File: src/rtl/m_dmem_ctrl.sv
// M-stage data-memory controller: request/grant/response handshake with store and load formatting.
// Optional MEM_EXC_EN flags misaligned loads/stores (adel_m/ades_m) instead of issuing them.
module m_dmem_ctrl #(
    parameter int ADDR_W = 32
) (
    input  logic              clk,
    input  logic              reset,
    input  logic              mem_rd_m,
    input  logic              mem_wr_m,
    input  logic [ADDR_W-1:0] addr_m,
    input  logic [31:0]       wdata_m,
    input  logic [1:0]        size_m,
    input  logic              sign_m,
    output logic              stall_m,
    output logic [31:0]       rdata_m,
    output logic              dm_req,
    output logic              dm_we,
    output logic [ADDR_W-1:0] dm_addr,
    output logic [3:0]        dm_byteen,
    output logic [31:0]       dm_wdata,
    input  logic              dm_gnt,
    input  logic              dm_rvalid,
    input  logic [31:0]       dm_rdata,
    output logic              adel_m,
    output logic              ades_m
);

    // state | meaning
    // IDLE  | no access in flight; latch request when acc
    // REQ   | dm_req high, waiting for dm_gnt
    // WAIT  | load granted, waiting for dm_rvalid
    // DONE  | access complete, stall released for one cycle
    typedef enum logic [1:0] {IDLE, REQ, WAIT, DONE} state_t;

    state_t      state;
    logic        misaligned;
    logic        acc;
    logic [1:0]  off_q;
    logic [1:0]  size_q;
    logic        sign_q;
    logic [1:0]  off_nxt;
    logic [3:0]  byteen_nxt;
    logic [31:0] wdata_nxt;
    logic [31:0] shifted;
    logic [31:0] load_fmt;

`ifdef MEM_EXC_EN
    always_comb begin
        misaligned = 1'b0;
        case (size_m)
            2'b01:   misaligned = addr_m[0];
            2'b10:   misaligned = 1'b0;
            default: misaligned = |addr_m[1:0];
        endcase
    end
    assign adel_m = (state == IDLE) & mem_rd_m & misaligned;
    assign ades_m = (state == IDLE) & mem_wr_m & misaligned;
`else
    assign misaligned = 1'b0;
    assign adel_m     = 1'b0;
    assign ades_m     = 1'b0;
`endif

    assign acc     = (mem_rd_m | mem_wr_m) & ~misaligned;
    assign stall_m = acc & (state != DONE);

    // Halves ignore addr[0] and words ignore addr[1:0] when not trapping misalignment.
    always_comb begin
        off_nxt    = 2'b00;
        byteen_nxt = 4'b1111;
        wdata_nxt  = wdata_m;
        case (size_m)
            2'b01: begin
                off_nxt    = {addr_m[1], 1'b0};
                byteen_nxt = addr_m[1] ? 4'b1100 : 4'b0011;
                wdata_nxt  = {2{wdata_m[15:0]}};
            end
            2'b10: begin
                off_nxt    = addr_m[1:0];
                byteen_nxt = 4'b0001 << addr_m[1:0];
                wdata_nxt  = {4{wdata_m[7:0]}};
            end
            default: ;
        endcase
    end

    assign shifted = dm_rdata >> {off_q, 3'b000};

    always_comb begin
        case (size_q)
            2'b01:   load_fmt = {{16{sign_q & shifted[15]}}, shifted[15:0]};
            2'b10:   load_fmt = {{24{sign_q & shifted[7]}}, shifted[7:0]};
            default: load_fmt = shifted;
        endcase
    end

    always_ff @(posedge clk) begin
        if (reset) begin
            state     <= IDLE;
            dm_req    <= 1'b0;
            dm_we     <= 1'b0;
            dm_addr   <= '0;
            dm_byteen <= 4'b0000;
            dm_wdata  <= 32'h0;
            rdata_m   <= 32'h0;
            off_q     <= 2'b00;
            size_q    <= 2'b00;
            sign_q    <= 1'b0;
        end else begin
            case (state)
                IDLE: begin
                    if (acc) begin
                        dm_req    <= 1'b1;
                        dm_we     <= mem_wr_m;
                        dm_addr   <= {addr_m[ADDR_W-1:2], 2'b00};
                        dm_byteen <= byteen_nxt;
                        dm_wdata  <= wdata_nxt;
                        off_q     <= off_nxt;
                        size_q    <= size_m;
                        sign_q    <= sign_m;
                        state     <= REQ;
                    end
                end
                REQ: begin
                    if (dm_gnt) begin
                        dm_req <= 1'b0;
                        if (dm_we) begin
                            state <= DONE;
                        end else if (dm_rvalid) begin
                            rdata_m <= load_fmt;
                            state   <= DONE;
                        end else begin
                            state <= WAIT;
                        end
                    end
                end
                WAIT: begin
                    if (dm_rvalid) begin
                        rdata_m <= load_fmt;
                        state   <= DONE;
                    end
                end
                DONE:    state <= IDLE;
                default: state <= IDLE;
            endcase
        end
    end

endmodule

File: config.mk
export PLATFORM = sky130hd
export DESIGN_NAME = m_dmem_ctrl
export DESIGN_NICKNAME = d
export VERILOG_FILES = /design/src/rtl/m_dmem_ctrl.sv
export SDC_FILE = /design/constraint.sdc
export NUM_CORES = 1
export LEC_CHECK = 0
export ABC_AREA = 1
export BUFFER_PORTS_ARGS = -buffer_cell sky130_fd_sc_hd__buf_2
export CAP_MARGIN = 15
export CORE_MARGIN = 1
export CORE_UTILIZATION = 35
export CTS_BUF_LIST = sky130_fd_sc_hd__clkbuf_4
export CTS_CLUSTER_DIAMETER = 200
export DETAILED_ROUTE_END_ITERATION = 10
export GPL_TIMING_DRIVEN = 0
export PLACE_DENSITY = 0.66
export SKIP_CTS_REPAIR_TIMING = 1
export SYNTH_ARGS = -nofsm -noshare
export SYNTH_HDL_FRONTEND = slang
export SYNTH_SLANG_ARGS = --single-unit
File: constraint.sdc
create_clock -name clk -period 5.2 [get_ports clk]
set_clock_uncertainty 0.15 [all_clocks]
set_input_delay 0.52 -clock clk [delete_from_list [all_inputs] [get_ports clk]]
set_output_delay 0.52 -clock clk [all_outputs]
set_load 0.02 [all_outputs]
# After elaboration in Yosys (flattened, before gate mapping)
# Cells that the tools add are included.
dict set report totals {
  memories 0
  romBits 0
  latchBits 0
  input_bits 105
  reg_bits 107
  elab_cells 53
  mem_bits_rw 0
}
dict set report classes {
  add_sub_neg 0
  eq_ne 12
  n_lt_le_gt_ge 0
  bitwise 4
  shifts 2
  div 0
  reduce_logical 7
  muxes 18
  multipliers 0
}
# cell count
set op_table {}
lappend op_table {{one-hot mux 32 bit (2 select lines)} 3}
lappend op_table {{2-to-1 mux 32 bit} 3}
lappend op_table {{>> shifter 32 x 5 -> 32 bit} 1}
lappend op_table {{inequality test 2 bit (second input constant)} 5}
lappend op_table {{AND reduction 3 bit} 3}
lappend op_table {{== test 2 bit (second input constant)} 4}
lappend op_table {{one-hot mux 2 bit (4 select lines)} 1}
lappend op_table {{one-hot mux 4 bit (2 select lines)} 1}
lappend op_table {{== test 2 x 1 -> 1 bit (second input constant)} 3}
lappend op_table {{2-to-1 mux 2 bit} 3}
lappend op_table {{2-to-1 mux 1 bit} 4}
lappend op_table {{2-to-1 mux 4 bit} 1}
lappend op_table {{one-hot mux 2 bit (2 select lines)} 1}
lappend op_table {{nonzero test 2 bit} 2}
lappend op_table {{left shift 1 x 2 -> 4 bit (first input constant)} 1}
lappend op_table {{bitwise AND 1 bit} 3}
lappend op_table {{zero test 2 bit} 1}
lappend op_table {{one-hot mux 1 bit (2 select lines)} 1}
lappend op_table {{AND reduction 2 bit} 1}
lappend op_table {{bitwise OR 1 bit} 1}

# Depth between registers and ports, before layout
dict set report logic_depth {
  word_depth 7
  mapped_depth 12
  mapped_depth_nobuf 11
}

# Worst setup path after synthesis
# No wires, ideal clock.
dict set report synth_path {
  kind {input to register}
  from {input size_m[0]}
  to {register dm_wdata[17]}
  path_buffers 1
  required_time_ns 4.980
  setup_ns 0.070
  path_stages 6
  t_arrival_ns 1.460
  slack_ns 3.520
  path_cell_list {inv_1 -> ha_1 -> inv_1 -> clkbuf_1 -> nand3_1 -> a21oi_1}
}
dict set report synth_via {
  elab_chain_len 2
  word_cells_on_any_way 3
  classes_between {2 x eq/ne; 1 x mux}
}
# item line_no
set synth_lines {}
lappend synth_lines {{start: declaration} 12} ;# input logic [1:0] size_m,
lappend synth_lines {{== test 2 bit or == test 2 x 1 -> 1 bit (tied branches)} 72} ;# case (size_m)
lappend synth_lines {{one-hot mux 32 bit (2 select lines) (*)} 72}
lappend synth_lines {{end signal: assignment} 117} ;# dm_wdata <= wdata_nxt;
lappend synth_lines {{end: declaration} 20} ;# output logic [31:0] dm_wdata,
# Mark *: on every way between the ends. The rest lies on a longest branch, timed or not.
# A chain may end at the register's enable or synchronous reset.

# Worst setup path in the final report
dict set report layout_path {
  from {register state[0]}
  to {output stall_m}
}
dict set report layout_via {
  elab_chain_len 2
}
# item line_no
set layout_lines {}
lappend layout_lines {{start: declaration} 35} ;# state_t state;
lappend layout_lines {{start signal: assignment} 99} ;# state <= IDLE;
lappend layout_lines {{start signal: assignment} 121} ;# state <= REQ;
lappend layout_lines {{start signal: assignment} 128} ;# state <= DONE;
lappend layout_lines {{inequality test 2 bit} 65} ;# assign stall_m = acc & (state != DONE);
lappend layout_lines {{bitwise AND 1 bit} 65}
lappend layout_lines {{end: declaration} 14} ;# output logic stall_m,
# Every way passes these cells.

==> impl_metrics.json <==
{
  "internal_power_uw": 1820,
  "synthXorXnorAreaFrac": 0,
  "ios": 210,
  "coreArea_um2": 14100,
  "dp.final_hpwl_um": 12300,
  "drt_iter0_markers": 330,
  "ys_types": 23,
  "fin_nets": 1107,
  "cp_max_fo": 5,
  "synth_seq_cells": 107,
  "synth_compound_area_frac": 0.146,
  "die_area_um2": 15200,
  "cts_root_buf": "clkbuf_4",
  "clockBufferDepth": 2,
  "area_delta_synth_final_pct": 26.8,
  "cts_sinks": 107,
  "p_sw_frac": 0.482,
  "clk_latency_ns": 0.50,
  "drc_errors": 0,
  "final_cell_mix": "buf_2 (218), nor2_1 (179), nand2_1 (149)",
  "seq_area_frac_synth": 0.416,
  "power_switching_uw": 1690,
  "post-route-min-period_ns": 2.04,
  "synth_top_family_by_area": "simple AND/OR/NAND/NOR gates",
  "hp-start": "addr_m[24]",
  "power.density_nw_per_um2": 538,
  "setup_viol": 0,
  "hold_path_class": "in -> reg",
  "slowest_stage": "dfxtp_1",
  "drt-total-wl_um": 16100,
  "p_comb_frac": 0.533,
  "r2r_end": "dm_addr[22]",
  "synthCells": 776,
  "cts_max_level": 3,
  "detailedPlace.worstSlack_ns": 3.17,
  "rr_startpoint": "state[0]",
  "die_w_um": 123,
  "end_kind": "output pin",
  "reg2reg_slack_ns": 3.23,
  "die_y_um": 123,
  "grt_overflow_total": 0,
  "synth.area.mux_share": 0,
  "place.gp.congestion": 0.923,
  "start_kind": "flip-flop",
  "grtUsageTotal": 0.215,
  "worst_slack_ns": 3.16,
  "synthAdderAreaFrac": 0.0194,
  "worst_ir_drop_vdd_v": 0.000308,
  "clkTransAtPathRegs_ns": 0.18,
  "timing.fmax_mhz": 490,
  "synthSimpleGateAreaFrac": 0.310,
  "critPathKind": "reg -> out",
  "vias_per_cell": 4.77,
  "grt_max_degree": 19,
  "numCtsBuffers": 9,
  "antenna_found_initial": 1,
  "io_buffers": 204,
  "slowest_delay_ns": 0.39,
  "antenna_left": 0,
  "rr_worst_depth": 8,
  "final_common_cell": "buf_2",
  "hold_depth": 3,
  "wl_per_cell_um": 13.6,
  "path_cells": "ha_1, nor2_1, buf_2",
  "hold_violations": 0,
  "rsz0062_at_grt": "no",
  "drv_cap": 0,
  "final.setup.tns_ns": 0,
  "mappedNetlistArea_um2": 5150,
  "cts_tree": "done",
  "rows": 43,
  "arrival_ns": 1.37,
  "max_slew_margin": 0.656,
  "syn_avg_cell_area_um2": 6.63,
  "total_power_uw": 3510,
  "period_share": 0.392,
  "report.final.slew_viol_count": 0,
  "grt_first_pass_wirelength_um": 25400,
  "tightest_slew_ns": 0.515,
  "post-route-util": 0.463,
  "hold_path_end": "dm_addr[24]",
  "placed_cell_area_um2": 6410,
  "finalInstanceArea_um2": 6530,
  "first_pass_iters": 5,
  "yosys_warnings": 0,
  "vias": 5624,
  "power_frac_clock": 0.113,
  "grt_pass1_vias": 5127,
  "status": "finished clean",
  "p_seq_frac": 0.354,
  "initial_core_util": 0.365,
  "p_leak_uw": 0.00348,
  "drive_gt1_frac": 0.260,
  "cp_data_required_time_ns": 4.53
}
[worst max-delay path by stage]
| stage | slack [ns] | depth (start not counted) | end | from |
|---|---|---|---|---|
| CTS | 3.11 | 3 | stall_m | state[0] |
| floorplan | 3.52 | 6 | dm_wdata[17] | size_m[0] |
| global route | 3.02 | 3 | stall_m | state[0] |
| finish | 3.16 | 3 | stall_m | state[0] |
| detailed placement | 3.17 | 7 | dm_wdata[13] | size_m[0] |
| global placement | 3.16 | 7 | dm_wdata[29] | size_m[0] |
[kinds of logic (layout without fill, tap and decap cells)]
group           count (synthesis)  in the layout
compound gates                148            148
fa+ha+maj                       8              8
buf+inv                       115            335
flops                         107            107
other cells                     1              5
simple gates                  397            397
[sequential cells by signal, indices dropped and copies added (netlist names)]
name	flops
state	2
dm_addr	30
off_q	2
dm_wdata	32
size_q	2
dm_req	1
sign_q	1
dm_byteen	4
dm_we	1
rdata_m	32
[synthesized netlist by cell type]
cell type	number	area, µm²
nor2_1	179	672
nand2_1	149	559
dfxtp_1	107	2140
o21ai_0	80	400
a21oi_1	63	315
nand3_1	61	305
inv_1	57	214
clkbuf_1	22	82.6
buf_2	14	70.1
buf_6	10	113
buf_4	8	60.1
ha_1	8	100
inv_2	4	15.0
a22o_1	2	17.5
nand2_2	2	12.5
nand3_2	2	20.0
nor3_1	2	10.0
a31oi_1	1	6.26
conb_1	1	3.75
nor2_2	1	6.26
nor2_4	1	11.3
o211ai_1	1	7.51
o21ai_1	1	5.00
[power by group through the flow]
stage / Clock, µW / Sequential, µW / Combinational [µW]
finish: 397 / 1240 / 1870
global placement: 0 / 1250 / 1860
floorplan: 0 / 1560 / 958
CTS: 411 / 1240 / 1880
detailed placement: 0 / 1260 / 1880
global route: 441 / 1270 / 2090
[worst max-delay path, delay by kind of cell (launching register included)]
kind	cells	cell delay, ns
flops	1	0.39
buf+inv	1	0.17
simple gates	1	0.10
fa+ha+maj	1	0.22
[area by class of cell]
class,count,area [µm²]
Buffer,54,325
Clock inverter,7,50.0
Timing Repair Buffer,204,1020
Inverter,61,229
Antenna cell,1,2.50
Fill cell,1547,7570
Tap cell,180,225
Multi-Input combinational cell,557,2460
Sequential cell,107,2140
Clock buffer,9,67.6
[metal layers]
| metal | part of all wire | vias up | routed length (µm) | track usage |
|---|---|---|---|---|
| met5 | 0 | - | 0 | 0 |
| met4 | 0.013 | 0 | 211 | 0.0640 |
| met3 | 0.089 | 17 | 1430 | 0.0678 |
| met2 | 0.44 | 240 | 7120 | 0.333 |
| li1 | - | 2887 | - | - |
| met1 | 0.45 | 2480 | 7310 | 0.285 |
[per-stage QoR]
stage                     hold WS (ns)  instances
after floorplan                  0.328        779
after global placement           0.305       1163
after global routing            0.0343       1180
after CTS                       0.0349       1179
final                           0.0804       1180
after detailed placement         0.315       1163
No activity file was read; power rests on OpenSTA's default activity.
